## src/rtl/bsg_manycore_pod_reset_sequencer_if.sv

```systemverilog
// Handshake bundle between the pod reset sequencer and its harness.
// Signal names match the original flat port list.
interface bsg_manycore_pod_reset_sequencer_if #(
  parameter int num_pods_p  = 4,
  parameter int ctr_width_p = 32
);
  logic                   tag_done_i;
  logic [num_pods_p-1:0]  pod_finish_i;
  logic [num_pods_p-1:0]  pod_reset_o;
  logic                   all_done_o;
  logic                   timeout_o;
  logic [ctr_width_p-1:0] global_ctr_o;

  modport master (
    output tag_done_i, pod_finish_i,
    input  pod_reset_o, all_done_o, timeout_o, global_ctr_o
  );

  modport slave (
    input  tag_done_i, pod_finish_i,
    output pod_reset_o, all_done_o, timeout_o, global_ctr_o
  );
endinterface

```

## src/rtl/bsg_manycore_pod_reset_sequencer.sv

```systemverilog
// Multi-pod reset sequencer: settles on tag_done_i, releases pods in staggered
// order, counts run cycles, tracks sticky per-pod finish and flags done/timeout.
module bsg_manycore_pod_reset_sequencer #(
  parameter int num_pods_p      = 4,
  parameter int settle_cycles_p = 3,
  parameter int stagger_p       = 2,
  parameter int ctr_width_p     = 32,
  parameter int timeout_p       = 0
) (
  input logic clk_i,
  input logic reset_n_i,
  bsg_manycore_pod_reset_sequencer_if.slave bus
);

  localparam int SLOT_MAX = (num_pods_p - 1) * stagger_p;
  localparam int SLOT_W   = (SLOT_MAX < 1) ? 1 : $clog2(SLOT_MAX + 1);
  localparam int SETTLE_W = $clog2(settle_cycles_p + 1);
  localparam logic [ctr_width_p-1:0] CTR_LAST = ctr_width_p'(timeout_p - 1);

  typedef enum logic [2:0] {
    S_IDLE, S_SETTLE, S_RELEASE, S_RUN, S_DONE, S_TIMEOUT
  } state_e;

  state_e                  state_q, state_d;
  logic [SETTLE_W-1:0]     settle_q, settle_d;
  logic [SLOT_W-1:0]       slot_q, slot_d;
  logic [num_pods_p-1:0]   pod_reset_q, pod_reset_d;
  logic [num_pods_p-1:0]   sticky_q, sticky_d;
  logic [ctr_width_p-1:0]  ctr_q, ctr_d;
  logic                    all_done_q, all_done_d;
  logic                    timeout_q, timeout_d;
  logic [num_pods_p-1:0]   slot_hit;
  logic [num_pods_p-1:0]   finish_seen;
  logic                    start_run;

  for (genvar k = 0; k < num_pods_p; k++) begin : g_slot
    assign slot_hit[k] = (slot_q == SLOT_W'(k * stagger_p));
  end

  // Finish only counts from pods already out of reset.
  assign finish_seen = sticky_q | (bus.pod_finish_i & ~pod_reset_q);

  always_comb begin
    state_d     = state_q;
    settle_d    = settle_q;
    slot_d      = slot_q;
    pod_reset_d = pod_reset_q;
    sticky_d    = sticky_q;
    ctr_d       = ctr_q;
    all_done_d  = all_done_q;
    timeout_d   = timeout_q;
    start_run   = 1'b0;

    unique case (state_q)
      S_IDLE: begin
        settle_d = '0;
        if (bus.tag_done_i) begin
          if (settle_cycles_p == 1) start_run = 1'b1;
          else begin
            settle_d = SETTLE_W'(1);
            state_d  = S_SETTLE;
          end
        end
      end
      S_SETTLE: begin
        if (!bus.tag_done_i) begin
          settle_d = '0;
          state_d  = S_IDLE;
        end else if (settle_q == SETTLE_W'(settle_cycles_p - 1)) begin
          start_run = 1'b1;
        end else begin
          settle_d = settle_q + SETTLE_W'(1);
        end
      end
      S_RELEASE, S_RUN: begin
        if (bus.tag_done_i) begin
          sticky_d = finish_seen;
          if (&finish_seen) begin
            state_d    = S_DONE;
            all_done_d = 1'b1;
          end else if (timeout_p != 0 && ctr_q == CTR_LAST) begin
            state_d     = S_TIMEOUT;
            timeout_d   = 1'b1;
            pod_reset_d = '1;
          end else begin
            if (ctr_q != '1) ctr_d = ctr_q + ctr_width_p'(1);
            if (state_q == S_RELEASE) begin
              pod_reset_d = pod_reset_q & ~slot_hit;
              slot_d      = slot_q + SLOT_W'(1);
              if (slot_q == SLOT_W'(SLOT_MAX)) state_d = S_RUN;
            end
          end
        end
      end
      S_DONE, S_TIMEOUT: ;
      default: state_d = S_IDLE;
    endcase

    // Release edge: pod 0 (or every pod when unstaggered) leaves reset now.
    if (start_run) begin
      settle_d = '0;
      ctr_d    = '0;
      slot_d   = SLOT_W'(1);
      if (stagger_p == 0) pod_reset_d = '0;
      else                pod_reset_d[0] = 1'b0;
      state_d  = (stagger_p == 0 || num_pods_p == 1) ? S_RUN : S_RELEASE;
    end

    // Re-arm overrides every other transition once past SETTLE.
    if (!bus.tag_done_i && state_q != S_IDLE && state_q != S_SETTLE) begin
      state_d     = S_IDLE;
      settle_d    = '0;
      slot_d      = '0;
      pod_reset_d = '1;
      sticky_d    = '0;
      ctr_d       = '0;
      all_done_d  = 1'b0;
      timeout_d   = 1'b0;
    end
  end

  always_ff @(posedge clk_i or negedge reset_n_i) begin
    if (!reset_n_i) begin
      state_q     <= S_IDLE;
      settle_q    <= '0;
      slot_q      <= '0;
      pod_reset_q <= '1;
      sticky_q    <= '0;
      ctr_q       <= '0;
      all_done_q  <= 1'b0;
      timeout_q   <= 1'b0;
    end else begin
      state_q     <= state_d;
      settle_q    <= settle_d;
      slot_q      <= slot_d;
      pod_reset_q <= pod_reset_d;
      sticky_q    <= sticky_d;
      ctr_q       <= ctr_d;
      all_done_q  <= all_done_d;
      timeout_q   <= timeout_d;
    end
  end

  assign bus.pod_reset_o  = pod_reset_q;
  assign bus.all_done_o   = all_done_q;
  assign bus.timeout_o    = timeout_q;
  assign bus.global_ctr_o = ctr_q;

endmodule
```

## src/flat_wrapper.sv

```systemverilog
// flat-port wrapper written by rule: the top's interface ports become plain ports
module bsg_manycore_pod_reset_sequencer_flat 
#(
  parameter int num_pods_p      = 4,
  parameter int settle_cycles_p = 3,
  parameter int stagger_p       = 2,
  parameter int ctr_width_p     = 32,
  parameter int timeout_p       = 0
)
  (clk_i, reset_n_i, bus_tag_done_i, bus_pod_finish_i, bus_pod_reset_o, bus_all_done_o, bus_timeout_o, bus_global_ctr_o);
  bsg_manycore_pod_reset_sequencer_if #(.num_pods_p(num_pods_p), .ctr_width_p(ctr_width_p)) bus_i ();
  input logic clk_i;
  input logic reset_n_i;
  input wire logic [$bits(bus_i.tag_done_i)-1:0] bus_tag_done_i;
  input wire logic [$bits(bus_i.pod_finish_i)-1:0] bus_pod_finish_i;
  output wire logic [$bits(bus_i.pod_reset_o)-1:0] bus_pod_reset_o;
  output wire logic [$bits(bus_i.all_done_o)-1:0] bus_all_done_o;
  output wire logic [$bits(bus_i.timeout_o)-1:0] bus_timeout_o;
  output wire logic [$bits(bus_i.global_ctr_o)-1:0] bus_global_ctr_o;
  assign bus_i.tag_done_i = bus_tag_done_i;
  assign bus_i.pod_finish_i = bus_pod_finish_i;
  assign bus_pod_reset_o = bus_i.pod_reset_o;
  assign bus_all_done_o = bus_i.all_done_o;
  assign bus_timeout_o = bus_i.timeout_o;
  assign bus_global_ctr_o = bus_i.global_ctr_o;
  bsg_manycore_pod_reset_sequencer #(.num_pods_p(num_pods_p), .settle_cycles_p(settle_cycles_p), .stagger_p(stagger_p), .ctr_width_p(ctr_width_p), .timeout_p(timeout_p)) u_core (.clk_i(clk_i), .reset_n_i(reset_n_i), .bus(bus_i));
endmodule
```

## config.mk

```make
export PLATFORM = sky130hd
export DESIGN_NAME = bsg_manycore_pod_reset_sequencer_flat
export DESIGN_NICKNAME = d
export VERILOG_FILES = /design/src/rtl/bsg_manycore_pod_reset_sequencer_if.sv /design/src/rtl/bsg_manycore_pod_reset_sequencer.sv /design/src/flat_wrapper.sv
export SDC_FILE = /design/constraint.sdc
export NUM_CORES = 1
export LEC_CHECK = 0
export BUFFER_PORTS_ARGS = -buffer_cell sky130_fd_sc_hd__buf_2
export CORE_ASPECT_RATIO = 1.75
export CORE_MARGIN = 2
export CORE_UTILIZATION = 56
export CTS_CLUSTER_DIAMETER = 100
export CTS_CLUSTER_SIZE = 14
export DETAILED_ROUTE_END_ITERATION = 7
export GPL_ROUTABILITY_DRIVEN = 0
export HOLD_SLACK_MARGIN = 0.1
export PLACE_DENSITY = 0.79
export SYNTH_ARGS = -nofsm -noshare
export SYNTH_HDL_FRONTEND = slang
export SYNTH_SLANG_ARGS = --single-unit
```

## constraint.sdc

```tcl
create_clock -name clk_i -period 2.5 [get_ports clk_i]
set_input_delay 0 -clock clk_i [delete_from_list [all_inputs] [get_ports clk_i]]
set_output_delay 0 -clock clk_i [all_outputs]
set_load 0.02 [all_outputs]
```

==> results of run 1 <==
==> synthesized netlist by cell type, drive strengths merged, types with 3 or more instances <==
cell and n:
a21oi 5, nor3 10, nor4 17, nor2b 11
xnor2 30, buf 6, ha 5, clkbuf 10
nand3 16, a31oi 5, o21ai 15, and3 4
nand4 11, and4 3, nor2 38, dfstp 4
nand2 22, dfrtp 45, inv 8
==> power by group through the flow <==
stage                     Combinational [mW]  Clock, mW  Sequential [mW]
final                                  0.364      0.590            0.965
after global routing                   0.405      0.630            0.978
after CTS                              0.371      0.602            0.965
after detailed placement               0.364          0            0.979
after global placement                 0.352          0            0.973
after floorplan                        0.176          0             1.03
==> flip-flops by register name, indices dropped and copies added (netlist names) <==
| register | flops |
|---|---|
| u_core.bus.global_ctr_o | 32 |
| u_core.bus.pod_reset_o | 4 |
| u_core.sticky_q | 4 |
| u_core.slot_q | 3 |
| u_core.state_q | 3 |
| u_core.settle_q | 2 |
| u_core.bus.all_done_o | 1 |
==> cell families after synthesis <==
kind of cell             count (synthesis)  share of synthesized area [%]
XOR/XNOR                                30                          9.668
buffers and inverters                   24                          4.144
other                                    1                         0.1380
AO/OA/AOI/OAI                           36                          8.610
multiplexers                             1                         0.3683
adder cells (fa/ha/maj)                  5                          2.302
flip-flops                              49                          45.30
AND/OR/NAND/NOR                        144                          29.47
==> through the flow <==
step / utilization, % / setup WS (ps) / area (sq um) / hold WS, ps
2_1_floorplan: - / 562.5 / 2718 / -295.6
3_3_place_gp: 64.04 / 528.7 / 2988 / 246.1
3_5_place_dp: 64.04 / 502.1 / 2988 / 257.7
4_1_cts: 66.96 / 444.0 / 3124 / 175.6
5_1_grt: 66.96 / 317.4 / 3124 / 252.8
6_report: 66.96 / 422.5 / 3124 / 189.1
==> area by class of cell <==
cell class,count,area (sq um)
repair buffers,53,307.8
multi-input cells,217,1374
well taps,52,65.06
fillers,396,1541
inverters,8,30.03
clock inverters,1,30.03
clock buffers,7,86.33
flip-flops and latches,49,1231
==> worst min-delay path, cell delays in order <==
cell	delay, ps
buf_2	90
nor2b_1	130
a31oi_1	150
o21ai_0	80
==> routing by layer <==
metal  track usage [%]  routed length, um
met5                 0                  0
met1             24.39               2301
met2             47.29               3430
met3             4.301                221
met4             11.31                191
==> how the worst min path moves through the flow <==
stage                                    from                    endpoint  depth (start not counted)
after floorplan                     reset_n_i       u_core.bus.all_done_o                          0
after global placement              reset_n_i  u_core.bus.global_ctr_o[5]                          1
after detailed placement            reset_n_i  u_core.bus.global_ctr_o[5]                          1
after CTS                 bus_pod_finish_i[3]          u_core.sticky_q[3]                          4
after global routing      bus_pod_finish_i[0]          u_core.sticky_q[0]                          4
final                     bus_pod_finish_i[3]          u_core.sticky_q[3]                          4
==> results.md, run 1 <==
- Net Sw Frac: 29.46%
- DRT iter0 DRCs: 45
- Unrepaired setup endpoints after global routing: false
- Inst Count DP: 377
- Synth Cell Area: 2718 sq um
- Crit path buf inv count: 0
- Worst slew pin tran: 1108 ps
- Crit start category: register
- Commonest non-fill, non-tap cell in the layout: dfrtp_1
- IO Count: 45
- Ranking of synthesized cells by area: dfrtp_1 (41%), xnor2_1 (9.7%), nor2_1 (5.2%), dfstp_2 (3.9%), nor4_1 (3.5%)
- Max cap viols: 0
- Num rows: 33
- Syn Inst Count: just under 300
- Routed vias/inst: 5.990
- Area Growth Syn to Fin: 14.96%
- Synth area leader: dfrtp_1
- Total number of vias: 2318
- Worst hold path type: input pin to register
- Worst r2r path cells: 6
- Postcts setup bufs: 0
- CP delay by family, top: simple AND/OR/NAND/NOR gates
- Total power: 1.920 mW
- Synthesized flop and latch total: just under 50
- Critical path endpoint: u_core.bus.global_ctr_o[14]
- Crit share post-route: 83.10%
- 1st-pass router iterations: 4
- Port Buffers: 43
- Die X: between 50 and 60 um
- Pins over their slew limit: 0
- Crit-path max FO: 10
- Reg2Reg Setup Slack: 420 ps
- Switching pwr: 0.5655 mW
- Initial Util: 58.25%
- Ys async rst share: 100.0%
- Detailed Route WL: 6145 um
- CTS tree: yes
- Outcome: finished, final reports clean
- Clock-pin slew on the worst setup and hold paths: 90 ps
- Total GRT Usage: 24.31%
- Crit path kind: register to register
- Pwr per Cell Area: 614.5 nW/um^2
- Die Footprint: 5448 sq um
- Worst EP required: ~2700 ps
- Clk root buf: clkbuf_8
- Worst Setup End Kind: register
- Fraction of layout cells with a size suffix above 1: 22.99%
- Distinct cells, synth: 49
- CTS resizes: 0
- Top-area cell type share of the netlist area: 41.44%
- NumNets Final: ~350
- CTS buffer count: 5
- Clock sink count: 49
- LEAKAGE: approximately 1.4 nW
- Mean Syn Cell Area: 9.371 sq um
- Internal power: around 1.4 mW
- Detail Placement HPWL: 4352 um
- Relative slew slack: a little over a quarter
- Worst Setup SP: u_core.bus.global_ctr_o[0]
- Setup TNS: 0 ps
- H-tree Lvls: 2
- Yosys warnings: 0
- Slowest cell on crit path: or3_1
- Initial antenna violation count: 0
- Total core area: between 4000 and 5000 sq um
- Comb power frac: about a fifth
- Clk pwr share: 30.7%
- CP Depth: 6
- Fmax: 481.3 MHz
- Worst vdd ir: 0.5369 mV
- Most frequent cells in the layout: dfrtp_1 (45), buf_2 (43), nor2_1 (38)
- Final hold violation count: 0
- Critical-path cell list: ha_1, nand4_1, or3_1, nor4_1, xnor2_1, nor2_1
- DRT antenna net count: 0
- First-pass GRT wire length: 10160 um
- EDFF count, synth: 0
- Reg power frac: 50.3%
- Min cycle time layout: 2078 ps
- Delay of the slowest critical-path stage: 510 ps
- WP data arrival: 2270 ps
- Drc violations: 0
- Vias in the first global route: around 2200
- Largest net degree at the start of global routing: 50
- Synthesized Nets: approximately 300
- Diode count: 0
- CTS Hold Bufs: 2
- Sequential fraction of the synthesis area: 45.30%
- Primary FF master, synth: dfrtp_1
- Maximum clock insertion buffer count: 2
- Final Setup Violations: 0
- Total congestion overflow: 0
- Die Span Y: 96.16 um
- Clock Latency Late Sink: roughly 300 ps
- Worst clock skew: 6.282 ps
- Post-Layout Cell Count: 387
- Beginning of the worst register-to-register path: u_core.bus.global_ctr_o[0]
- Routed WL per cell: roughly 16 um
- Capture point of the worst reg-to-reg path: u_core.bus.global_ctr_o[14]
Power figures use the tool's default switching activity.
==> run 2: changes to the inputs <==
clock period = 2.1 ns   (was 2.5 ns; I/O delays follow)
==> run 2 against run 1 <==
Via count rose by 0.60%. Total power up 12%. Sequential cell count stayed put. Clock skew rose by 3.8 ps. Sequential share of layout area fell by 1.2 points. Design area rose by 3.1%. Fmax grew 7.6%. Register-to-register slack worse by 250 ps. Die area is the same. Critical path type unchanged. Highest routed layer unchanged.
==> results.md, run 2 (synthesis results as in run 1) <==
- CTS tree: yes
- Fraction of layout cells with a size suffix above 1: 27.38%
- Setup TNS: 0 ps
- Detail Placement HPWL: between 4000 and 5000 um
- Vias in the first global route: around 2300
- Routed WL per cell: 15.56 um
- Crit start category: register
- Fin area: 3222 sq um
- Worst Setup End Kind: register
- Most frequent cells in the layout: dfrtp_1 (45), buf_2 (43), nor2_1 (38)
- CP delay by family, top: simple AND/OR/NAND/NOR gates
- Largest net degree at the start of global routing: 31
- Hold endpoint: u_core.sticky_q[3]
- Crit-path max FO: 11
- IO Count: between 40 and 50
- Capture point of the worst reg-to-reg path: u_core.bus.global_ctr_o[17]
- Fmax: 517.9 MHz
- Hold path depth: 4
- Max cap viols: 0
- Min cycle time layout: 1931 ps
- NumNets Final: 358
- Initial antenna violation count: 0
- # fillers: 392
- Port Buffers: 43
- Total number of vias: 2332
- Total GRT Usage: 24.56%
- Reg2Reg Setup Slack: 170 ps
- Crit share post-route: 91.94%
- H-tree Lvls: 2
- Maximum clock insertion buffer count: 2
- Clock sink count: 49
- Clk root buf: clkbuf_8
- Relative slew slack: 54.75%
- CTS buffer count: 5
- Max reg flops: 32
- Final hold violation count: 0
- Worst vdd ir: a little over 0.7 mV
- Clock-pin slew on the worst setup and hold paths: around 90 ps
- Num rows: 33
- Outcome: finished, final reports clean
- Drc violations: 0
- Die Footprint: 5448 sq um
- Worst slew pin tran: roughly 680 ps
- Routed vias/inst: 5.845
- Clock Latency Late Sink: 310 ps
- Crit path kind: register to register
- Detailed Route WL: 6209 um
- Beginning of the worst register-to-register path: u_core.bus.global_ctr_o[27]
- Final core occ: just under 70%
- Die X: 56.66 um
- Pwr per Cell Area: 666.3 nW/um^2
- Die Span Y: 96.16 um
- Delay of the slowest critical-path stage: roughly 440 ps
- Worst r2r path cells: 7
- Worst clock skew: 10.04 ps
- Pins over their slew limit: 0
- Final Setup Violations: 0
- Hold_ws: around 200 ps
- Slowest cell on crit path: dfrtp_1
- Total congestion overflow: 0
- WP data arrival: 2140 ps
- 1st-pass router iterations: 4
- Critical-path cell list: and4_4, and3_4, and4_1, buf_4, nor4_1, xnor2_1, nor2_1
- Area post-placement: 3090 sq um
- Area Growth Syn to Fin: 18.55%
- Total core area: ~4700 sq um
- LEAKAGE: 1.455 nW
- Crit path buf inv count: 1
- Worst hold path type: input pin to register
- Hold_sp: bus_pod_finish_i[3]
- DRT iter0 DRCs: 96
- Initial Util: 58.25%
- Worst EP required: 2310 ps
- Commonest non-fill, non-tap cell in the layout: dfrtp_1
- First-pass GRT wire length: 10450 um
- DRT antenna net count: 0
- Diode count: 0
run 2: repair_timing:
item,in CTS,in global routing
hold endpoints to repair,35,0
endpoints found under the setup margin,0,8
resized for setup,0,5
setup buffers,0,0
hold buffers,2,0
run 2: worst max path at each step:
stage                                     start                          end  slack (ps)  depth (start not counted)
finish              u_core.bus.global_ctr_o[27]  u_core.bus.global_ctr_o[17]         170                          7
global route          u_core.bus.pod_reset_o[0]  u_core.bus.global_ctr_o[17]          -3                          7
CTS                  u_core.bus.global_ctr_o[1]  u_core.bus.global_ctr_o[28]          90                          6
detailed placement   u_core.bus.global_ctr_o[1]  u_core.bus.global_ctr_o[28]         110                          6
global placement     u_core.bus.global_ctr_o[1]  u_core.bus.global_ctr_o[28]         140                          6
floorplan             u_core.bus.pod_reset_o[0]   u_core.bus.global_ctr_o[3]         160                          8
run 2: tightest hold or removal path, stage by stage:
cell	delay, ps
buf_2	90
nor2b_1	130
a31oi_1	150
o21ai_0	80
run 2: layout make-up:
cell class	count	area, sq um	area share (%)
Multi-Input combinational cell	217	1399	43.42
Sequential cell	49	1231	38.21
Timing Repair Buffer	65	410.4	12.74
Clock buffer	5	68.82	2.136
Tap cell	52	65.06	2.019
Inverter	8	30.03	0.9320
Clock inverter	3	17.52	0.5437
run 2: through the flow:
stage	cells	worst slack (ps)	total power, mW
5_1_grt	399	-2.658	2.259
2_1_floorplan	290	162.5	1.439
4_1_cts	399	94.84	2.161
3_5_place_dp	389	112.1	1.611
6_report	399	169.3	2.147
3_3_place_gp	389	143.8	1.594
run 2: power breakdown:
group | switching, mW | internal (mW) | leakage, nW | total (mW)
clock | 0.326 | 0.231 | 0.0439 | 0.556
sequential | 0.0829 | 1.06 | 0.637 | 1.14
combinational | 0.274 | 0.172 | 0.774 | 0.446
run 2: layer usage:
layer  global-route usage [%]  vias up  part of all wire, %
met4                    11.51        0                  3.1
met3                    2.285       17                  2.8
met1                    25.69     1136                   37
met5                        0        -                    0
met2                    48.06       55                   57
li1                         -     1124                    -
==> run 3: changes to the inputs <==
CELL_PAD_IN_SITES_DETAIL_PLACEMENT = 1   (was default)
CELL_PAD_IN_SITES_GLOBAL_PLACEMENT = 1   (was default)
CORE_UTILIZATION = 43   (was 56)
PLACE_DENSITY = default   (was 0.79)
PLACE_DENSITY_LB_ADDON = 0.1   (was default)
RECOVER_POWER = 50   (was default)
SETUP_SLACK_MARGIN = 0.15   (was default)
==> run 3 against run 2 <==
Sequential share of layout area is 1.8 points lower. Register-to-register slack hardly changed. Non-clock buffer count is 8 higher. Die area is 28% higher. Total power is 5.0% higher. Design area is 5.1% higher. Clock power is 17% higher. First-iteration DRC count is 10% lower. Via count is 3.2% higher.
==> results.md, run 3 (synthesis results as in run 1) <==
- LEAKAGE: 1.454 nW
- DRT antenna net count: 0
- Pre-CTS setup slack: 60.68 ps
- Num rows: 38
- Area Growth Syn to Fin: 24.59%
- Critical-path cell list: and4_4, and3_4, and4_1, buf_4, nor4_1, xnor2_1, nor2_1
- Max cap viols: 0
- Reg power frac: a little over 50%
- Drc violations: 0
- Commonest non-fill, non-tap cell in the layout: dfrtp_1
- Most frequent cells in the layout: dfrtp_1 (45), nor2_1 (36), xnor2_1 (30)
- 1st-pass router iterations: 4
- Final WS setup: between 150 and 200 ps
- Worst Setup End Kind: register
- CTS buffer count: 5
- Post-Layout Cell Count: 435
- Final core occ: 55.20%
- Min cycle time layout: 1923 ps
- Worst EP required: 2320 ps
- Comb power frac: 20.1%
- Worst vdd ir: about 0.55 mV
- Die X: 64.10 um
- Maximum clock insertion buffer count: 2
- CP delay by family, top: simple AND/OR/NAND/NOR gates
- Worst clock skew: between 6 and 7 ps
- Clock Latency Late Sink: 320 ps
- Inst Count DP: 420
- First-pass GRT wire length: between 10000 and 15000 um
- Crit-path max FO: 11
- Fmax: 520.0 MHz
- Initial Util: 44.31%
- Port Buffers: 43
- Clock-pin slew on the worst setup and hold paths: 100 ps
- Unrepaired setup endpoints after global routing: true
- Pins over their slew limit: 0
- Total GRT Usage: a little under a quarter
- Setup TNS: 0 ps
- Area post-placement: 3136 sq um
- IO Count: 45
- DRT iter0 DRCs: 86
- Delay of the slowest critical-path stage: about 440 ps
- Final Setup Violations: 0
- Clock sink count: 49
- Net Sw Frac: 32.10%
- Crit path buf inv count: 1
- Diode count: 0
- Routed vias/inst: roughly 5.5
- Initial antenna violation count: 0
- Detailed Route WL: 7467 um
- Worst slew pin tran: 1273 ps
- Clk root buf: clkbuf_8
- Routed WL per cell: between 15 and 20 um
- Largest net degree at the start of global routing: 50
- Fraction of layout cells with a size suffix above 1: 29.30%
- Detail Placement HPWL: about 5300 um
- H-tree Lvls: 2
- Total core area: 6133 sq um
- Total number of vias: 2407
- NumNets Final: 366
- Outcome: finished, final reports clean
- Fin area: 3386 sq um
- Crit share post-route: ~90%
- Pwr per Cell Area: around 670 nW/um^2
- Vias in the first global route: approximately 2500
- Hold_ws: 201.6 ps
- Relative slew slack: between 10% and 20%
- Max reg flops: 32
- Crit path kind: register to register
- Crit start category: register
- Clk pwr share: roughly 29%
- Final hold violation count: 0
- WP data arrival: between 2000 and 2500 ps
- Slowest cell on crit path: dfrtp_1
- Die Footprint: between 6000 and 7000 sq um
- Internal power: 1.530 mW
- Worst hold path type: input pin to register
- Total congestion overflow: 0
- Total power: 2.253 mW
- Die Span Y: 109.2 um
- CTS tree: yes
- Switching pwr: roughly 0.72 mW
## run 3: repair_timing
item / CTS / global route
cloned: 0 / 0
endpoints found under the hold margin: 54 / 0
endpoints found under the setup margin: 10 / 26
pin swaps: 0 / 1
hold buffers: 2 / 0
gates resized for setup: 4 / 20
setup buffers: 0 / 5
## run 3: area by class of cell
cell class / count / area [sq um]
Multi-Input combinational cell: 217 / 1486
Clock buffer: 7 / 96.34
Timing Repair Buffer: 73 / 436.7
Clock inverter: 1 / 5.005
Inverter: 8 / 30.03
Tap cell: 80 / 100.1
Sequential cell: 49 / 1231
Fill cell: 733 / 2748
## run 3: tightest hold or removal path, stage by stage
cell,delay (ps)
buf_2,90
nor2b_1,160
a31oi_1,160
o21ai_0,70
## run 3: final timing paths
path	depth (start not counted)	startpoint	slack, ps	to
max in group asynchronous	3	reset_n_i	780	u_core.bus.global_ctr_o[23]
max reg2reg	7	u_core.bus.global_ctr_o[28]	180	u_core.bus.global_ctr_o[15]
max	7	u_core.bus.global_ctr_o[28]	180	u_core.bus.global_ctr_o[15]
min reg2reg	2	u_core.bus.pod_reset_o[1]	500	u_core.bus.pod_reset_o[1]
min in group asynchronous	3	reset_n_i	560	u_core.bus.global_ctr_o[4]
min	4	bus_pod_finish_i[3]	200	u_core.sticky_q[3]
## run 3: power by group through the flow
stage / clock network (mW) / registers (mW) / logic, mW
after global placement: 0 / 1.16 / 0.433
after CTS: 0.658 / 1.15 / 0.458
after global routing: 0.687 / 1.16 / 0.513
after floorplan: 0 / 1.23 / 0.209
after detailed placement: 0 / 1.17 / 0.448
final: 0.650 / 1.15 / 0.454
## run 3: layer usage
| layer | GRT usage [%] | routed length [um] | up-vias |
|---|---|---|---|
| li1 | - | - | 1138 |
| met1 | 23.21 | 2757 | 1236 |
| met2 | 45.09 | 4422 | 27 |
| met3 | 4.334 | 198 | 6 |
| met4 | 6.383 | 90 | 0 |
| met5 | 0 | 0 | - |
